===== src/rtl/exp_scale_restore.sv =====
// exp_scale_restore: rebuilds e^x = 2^k * e^r with an in-order k tag FIFO.
// Define EXP_SCALE_SATURATE_EN to saturate overflow to max finite, not infinity.
module exp_scale_restore #(
  parameter int DEPTH   = 16,
  parameter int K_WIDTH = 9
) (
  input  logic                     clock,
  input  logic                     reset,
  input  logic                     k_valid,
  input  logic [K_WIDTH-1:0]       k_data,
  output logic                     k_ready,
  input  logic                     poly_valid,
  input  logic [31:0]              poly_data,
  output logic                     result_valid,
  output logic [31:0]              result_data,
  output logic                     overflow,
  output logic                     underflow,
  output logic                     tag_error,
  output logic [$clog2(DEPTH):0]   tag_count
);

  localparam int AW = $clog2(DEPTH);
  localparam int CW = AW + 1;
  localparam int EW = K_WIDTH + 2;
  localparam logic [CW-1:0] FULL = CW'(DEPTH);
  localparam logic [EW-1:0] EMAX = EW'(255);

  logic [K_WIDTH-1:0] mem_q [DEPTH];
  logic [AW-1:0]      wr_ptr_q, rd_ptr_q;
  logic [CW-1:0]      count_q, count_d;
  logic               err_q;

  logic               s1_valid_q;
  logic               s1_s_q;
  logic [7:0]         s1_e_q;
  logic [22:0]        s1_m_q;
  logic [EW-1:0]      s1_esum_q, esum_d;

  logic               res_valid_q, ovf_q, unf_q;
  logic [31:0]        res_q, res_d;
  logic               ovf_d, unf_d;

  logic push, pop, empty;
  logic [K_WIDTH-1:0] tag;

  assign empty   = (count_q == '0);
  assign k_ready = (count_q != FULL);
  assign push    = k_valid & k_ready;
  assign pop     = poly_valid & ~empty;
  assign tag     = mem_q[rd_ptr_q];

  always_comb begin
    count_d = count_q;
    if (push && !pop)
      count_d = count_q + CW'(1);
    else if (pop && !push)
      count_d = count_q - CW'(1);
  end

  // Exponent zero-extended, k sign-extended, so the sum never wraps.
  assign esum_d = {{(EW-8){1'b0}}, poly_data[30:23]}
                + {{2{tag[K_WIDTH-1]}}, tag};

  always_ff @(posedge clock) begin
    if (push)
      mem_q[wr_ptr_q] <= k_data;
  end

  always_ff @(posedge clock) begin
    if (reset) begin
      wr_ptr_q <= '0;
      rd_ptr_q <= '0;
      count_q  <= '0;
      err_q    <= 1'b0;
    end else begin
      if (push)
        wr_ptr_q <= wr_ptr_q + AW'(1);
      if (pop)
        rd_ptr_q <= rd_ptr_q + AW'(1);
      count_q <= count_d;
      if ((k_valid && !k_ready) || (poly_valid && empty))
        err_q <= 1'b1;
    end
  end

  always_ff @(posedge clock) begin
    if (reset) begin
      s1_valid_q <= 1'b0;
      s1_s_q     <= 1'b0;
      s1_e_q     <= '0;
      s1_m_q     <= '0;
      s1_esum_q  <= '0;
    end else begin
      s1_valid_q <= pop;
      if (pop) begin
        s1_s_q    <= poly_data[31];
        s1_e_q    <= poly_data[30:23];
        s1_m_q    <= poly_data[22:0];
        s1_esum_q <= esum_d;
      end
    end
  end

  always_comb begin
    res_d = {s1_s_q, s1_esum_q[7:0], s1_m_q};
    ovf_d = 1'b0;
    unf_d = 1'b0;
    if (s1_e_q == 8'hFF) begin
      res_d = {s1_s_q, s1_e_q, s1_m_q};
    end else if (s1_e_q == 8'h00) begin
      res_d = {s1_s_q, 31'b0};
    end else if (!s1_esum_q[EW-1] && s1_esum_q >= EMAX) begin
      ovf_d = 1'b1;
`ifdef EXP_SCALE_SATURATE_EN
      res_d = {s1_s_q, 8'hFE, 23'h7FFFFF};
`else
      res_d = {s1_s_q, 8'hFF, 23'h0};
`endif
    end else if (s1_esum_q[EW-1] || s1_esum_q == '0) begin
      unf_d = 1'b1;
      res_d = {s1_s_q, 31'b0};
    end
  end

  always_ff @(posedge clock) begin
    if (reset) begin
      res_valid_q <= 1'b0;
      res_q       <= '0;
      ovf_q       <= 1'b0;
      unf_q       <= 1'b0;
    end else begin
      res_valid_q <= s1_valid_q;
      ovf_q       <= s1_valid_q & ovf_d;
      unf_q       <= s1_valid_q & unf_d;
      if (s1_valid_q)
        res_q <= res_d;
    end
  end

  assign result_valid = res_valid_q;
  assign result_data  = res_q;
  assign overflow     = ovf_q;
  assign underflow    = unf_q;
  assign tag_error    = err_q;
  assign tag_count    = count_q;

endmodule

===== config.mk =====
export PLATFORM = sky130hd
export DESIGN_NAME = exp_scale_restore
export DESIGN_NICKNAME = d
export VERILOG_FILES = /design/src/rtl/exp_scale_restore.sv
export SDC_FILE = /design/constraint.sdc
export NUM_CORES = 1
export LEC_CHECK = 0
export CELL_PAD_IN_SITES_DETAIL_PLACEMENT = 1
export CELL_PAD_IN_SITES_GLOBAL_PLACEMENT = 2
export CORE_UTILIZATION = 37
export DETAILED_ROUTE_END_ITERATION = 8
export PLACE_DENSITY = 0.86
export SYNTH_ARGS = -nofsm -noshare
export SYNTH_HDL_FRONTEND = slang
export SYNTH_SLANG_ARGS = --single-unit
export TNS_END_PERCENT = 100

===== constraint.sdc =====
create_clock -name clock -period 3.1 [get_ports clock]
set_input_delay 0.62 -clock clock [delete_from_list [all_inputs] [get_ports clock]]
set_output_delay 0.62 -clock clock [all_outputs]
set_load 0.05 [all_outputs]

=== After elaboration in Yosys (flattened, before gate mapping) ===
Memory sizes are Yosys's and may differ from the RTL's. A register that Yosys moved wholly into a read port is not among the register bits.
Cells that the tools add are included.

* Register bits: 93
* Bits in writable memories: 144
* Word-level logic and storage cells: 59
* Memories: 1
* Input bits: 45
* Output and inout port bits: 42

{| class="wikitable"
|+ Memories
! memory !! words !! bits a word !! read ports !! clocked after Yosys merged registers in !! wr ports !! line !! RTL
|-
| mem_q || 16 || 9 || 1 || 1 || 1 || 28 || <nowiki>logic [K_WIDTH-1:0] mem_q [DEPTH];</nowiki>
|}

* $add $sub $neg: 5
* Reduce and logical (&&, ||, !) cells: 15
* Eq/ne operators: 2
* Bitwise operators: 5
* Mux-type cells: 17
* Order comparisons: 1

{| class="wikitable"
|+ Operators with widths
! cell !! count
|-
| two-way mux 31 bit || 4
|-
| >= comparator 11 x 8 -> 1 bit (second input constant) || 1
|-
| zero test 11 bit || 1
|-
| adder 9 x 9 -> 10 bit || 1
|-
| two-way mux 5 bit || 2
|-
| two-way mux 1 bit || 9
|-
| adder 4 x 1 -> 4 bit (second input constant) || 2
|-
| == test 8 bit (second input constant) || 1
|-
| zero test 8 bit || 1
|-
| two-way mux 4 bit || 2
|-
| adder 5 x 1 -> 5 bit (second input constant) || 1
|-
| logical AND 1 bit || 5
|-
| zero test 5 bit || 1
|-
| inequality test 5 bit (second input constant) || 1
|-
| subtractor 5 x 1 -> 5 bit (second input constant) || 1
|-
| bitwise AND 1 bit || 4
|-
| zero test 1 bit || 4
|-
| logical OR 1 bit || 2
|-
| nonzero test 2 bit || 1
|-
| NOT 1 bit || 1
|}

=== Depth between registers and ports, before layout ===
* Depth after elaboration: 7
* Gate-level depth with buffers: 13
* Mapped depth without buffers: 11

=== Worst setup path before layout ===
No wires, ideal clock.

* Kind: register to register
* Start point: register (tool-made name)
* End point: register s1_esum_q[8]
* Path buffers: 2
* Data arrival time: 3272 ps
* Library setup time: 62 ps
* Slack: -233 ps
* Stages on the path, launching flop included: 13
* Required time: 3038 ps
* Period minus slack after synthesis: 3333 ps
* Path through: dfxtp_1 > buf_6 > buf_2 > mux4_2 > mux4_2 > ha_1 > inv_1 > fa_1 > nor2b_1 > o2111a_1 > or3_1 > a2111o_1 > nand3_1

{| class="wikitable"
|+ RTL lines
! what !! line !! RTL
|-
| to (signal assigned) || 99 || <nowiki>s1_esum_q <= esum_d;</nowiki>
|-
| to (decl) || 37 || <nowiki>logic [EW-1:0] s1_esum_q, esum_d;</nowiki>
|}

==> summary.md <==
| Metric | Value |
|---|---|
| Max clock buf depth | 3 |
| Switching fraction of total power | 31.04% |
| Place WS | -0.1231 ns |
| Row Count | 59 |
| Largest family of logic cells by synthesized area | simple AND/OR/NAND/NOR gates |
| Root buf cell | clkbuf_16 |
| Die Wd | 164.4 um |
| Clock power share | 29.7% |
| Gate power share | 32.1% |
| Commonest non-fill, non-tap cell in the layout | edfxtp_1 |
| Ys Warns | 0 |
| Least-Margin Pin Slew | 0.7615 ns |
| Critical Path RT | 3.57 ns |
| Grt met3 use | 2.988% |
| Peak supply drop | 0.0004979 V |
| Drt first-iter violations | 423 |
| Cell Area, Synth | 0.009758 mm^2 |
| Diodes inserted | 0 |
| Critical path class | flop to flop |
| Pre-Repair DR Iteration Count | 4 |
| Status | finished with violations |
| Busiest layer in global routing | met2 |
| Power per cell area | 844.1 mW/mm^2 |
| Worst Setup EP | s1_esum_q[8] |
| Detailed placement HPWL | 14.82 mm |
| Final Net Count | 886 |
| Slowest Stage Delay on Critical Path | 0.50 ns |
| Crit path max-delay cell type | mux4_2 |
| Max Clock Skew | 0.02955 ns |
| Avg Cell Area, Syn | 13.96 um^2 |
| Worst r2r dst | s1_esum_q[8] |
| Die area | 0.02703 mm^2 |
| Failing checks | negative setup slack |
| Largest net degree at the start of global routing | 63 |
| Switching pwr | 0.003190 W |
| All-layer global routing usage | 17.45% |
| Post-synthesis xor/xnor area fraction | 0.8976% |
| # hold bufs at CTS | 0 |
| DRC | 0 |
| Most frequent CP cell | mux4_2 |
| Crit. End Element | flop |
| Final WS setup | -0.1021 ns |
| First-pass GRT wire length | 35.42 mm |
| Fin. Hold Viols | 0 |
| DRT Wirelength | 23.16 mm |
| Post-synth top flop | edfxtp_1 |
| Distinct cells, synth | 53 |
| Hold_ws | 0.4564 ns |
| Proportion of synthesized area in mux cells | 10.94% |
| CP arrival | 3.68 ns |
| Fmax | 312.3 MHz |
| IO Count | 87 |
| RSZ-0062 raised after global routing | true |
| Max cap viols | 0 |
| Wire per inst | 19.69 um |
| Starting density of the core | 37.55% |
| Seq/Total Area, Yosys | 64.01% |
| Commonest cells after routing, fill and taps aside | edfxtp_1, dfxtp_1, clkdlybuf4s50_1, nand2_1 |
| Core ar. | 0.02598 mm^2 |
| Worst relative slew slack | 49.24% |
| GRT overflow | 0 |
| Vias per inst | 5.132 |
| EDFF count, synth | 144 |
| Share of cells above drive strength 1 | 22.71% |
| Flop2flop setup slack | -0.10 ns |
| CTS buffer count | 26 |
| Simple-gate share of the synthesized area | 11.49% |
| Vias in the first global route | 6171 |
| I/O Buffers | 86 |
| Maximum fanout along the worst path | 7 |
| Syn-to-layout area delta | 24.77% |
| Post-Synthesis Cells | 699 |
| Antenna violations before repair | 0 |
| Setup TNS | -0.1399 ns |
| Met2 GRT Util | 30.30% |
| Reg clk slew, reported paths | 0.06 ns |
| CP Cell Sequence | buf_12, mux4_2, mux4_2, ha_2, inv_2, fa_2, nor2b_4, o2111a_1, or3_4, a2111o_1, nand3_1 |
| Post-synthesis compound-gate area fraction | 7.360% |
| HP Class | flop to flop |
| Minimum clock period | 3.202 ns |
| Flop pwr share | 38.2% |
| Clock Sinks | 240 |
| Met1 Track Usage GR | 22.50% |
| CTS tree | yes |
| Startpoint class of the critical path | flop |
| # setup viols final | 3 |
| Int Pwr | 0.007087 W |
| Asr flop ratio synth | 0% |
| Routed Antenna Nets | 0 |
| #FFs+latches synth | 240 |
| Clk_lat worst skew | 0.56 ns |
| Syn Nets | 763 |
| Fin crit share | 103.3% |
| Static leakage | 4.042 nW |
| # H-tree levels | 1 |
| Vias | 6035 |
| Die Y | 164.4 um |
| Reg2Reg Depth | 11 |
| Routability cong. | 0.7582 |
| Synth Area in Adders | 2.590% |
| Slew Viols, Final | 0 |
cell type report:
cell class / count / area [um^2]
well taps: 335 / 419.2
fillers: 2612 / 13810
inverters: 8 / 35.03
clock inverters: 11 / 135.1
repair buffers: 137 / 1306
clock buffers: 36 / 718.2
multi-input cells: 409 / 3308
flip-flops and latches: 240 / 6254
power groups by stage:
stage               clock network [W]  logic (W)  registers, W
CTS                           0.00313    0.00330       0.00393
global placement                    0    0.00308       0.00397
finish                        0.00305    0.00329       0.00393
floorplan                           0    0.00214       0.00413
global route                  0.00324    0.00359       0.00397
detailed placement                  0    0.00315       0.00398
Yosys cell counts, types with 6 or more instances:
| cell type | instances | area share [%] |
|---|---|---|
| edfxtp_1 | 144 | 44 |
| mux4_2 | 43 | 9.9 |
| buf_2 | 6 | 0.31 |
| clkbuf_1 | 22 | 0.85 |
| nand2b_1 | 26 | 1.7 |
| a21oi_1 | 43 | 2.2 |
| nand3b_1 | 26 | 2.0 |
| o21ai_0 | 6 | 0.31 |
| ha_1 | 17 | 2.2 |
| a21oi_2 | 28 | 2.5 |
| nor3_1 | 8 | 0.41 |
| inv_1 | 6 | 0.23 |
| nand2_2 | 10 | 0.64 |
| a211oi_1 | 11 | 0.85 |
| nand2_1 | 79 | 3.0 |
| dfxtp_1 | 96 | 20 |
| nor2_1 | 47 | 1.8 |
routing by layer:
metal | part of all wire (%) | wire length (um)
met1 | 43 | 9936
met5 | 0 | 0
met4 | 2.1 | 486
met2 | 50 | 11600
met3 | 4.9 | 1130
sequential cells by signal, summed over array words and instances (netlist names), named ones only:
name	flops
result_valid	1
result_data	32
overflow	1
s1_s_q	1
s1_esum_q	10
rd_ptr_q	4
s1_e_q	8
tag_error	1
s1_valid_q	1
mem_q	144
s1_m_q	23
underflow	1
tag_count	5
wr_ptr_q	4
metrics by stage:
stage          total power [W]  cell area, um^2  utilization, %  cells
2_1_floorplan         0.006277             9806               -    699
3_3_place_gp          0.007053            11200           43.10   1126
3_5_place_dp          0.007139            11200           43.10   1126
4_1_cts                0.01036            12150           46.75   1176
5_1_grt                0.01080            12180           46.86   1176
6_report               0.01028            12180           46.86   1176
how the worst min path moves through the flow:
stage,start,endpoint,slack (ns),depth (start not counted)
after global placement,s1_m_q[2],s1_m_q[2],0.44,2
final,s1_m_q[12],s1_m_q[12],0.46,2
after CTS,s1_m_q[18],s1_m_q[18],0.45,2
after global routing,s1_m_q[12],s1_m_q[12],0.47,2
after floorplan,s1_m_q[12],s1_m_q[12],0.44,2
after detailed placement,s1_m_q[18],s1_m_q[18],0.45,2
worst max-delay path, delay by kind of cell (launching register included):
kind / cells / cell delay (ns)
muxes: 2 / 0.98
AOI/OAI and AO/OA: 2 / 0.63
and+or+nand+nor: 3 / 0.48
adders and majority gates: 2 / 0.44
DFF: 1 / 0.40
buffers and inverters: 2 / 0.20
kinds of logic (layout without fill, tap and decap cells):
group / count (synthesis) / in the layout
xor gates and xnor gates: 10 / 10
AOI/OAI and AO/OA: 104 / 104
and+or+nand+nor: 225 / 225
adders and majority gates: 19 / 19
buffers and inverters: 50 / 192
muxes: 51 / 51
DFF: 240 / 240
what timing repair did:
action / CTS / global route
pin swaps: 4 / 3
endpoints found under the hold margin: 0 / 0
cloned: 1 / 0
setup buffers: 2 / 0
resized for setup: 9 / 6
endpoints found under the setup margin: 4 / 5
(Power assumes the default switching activity.)
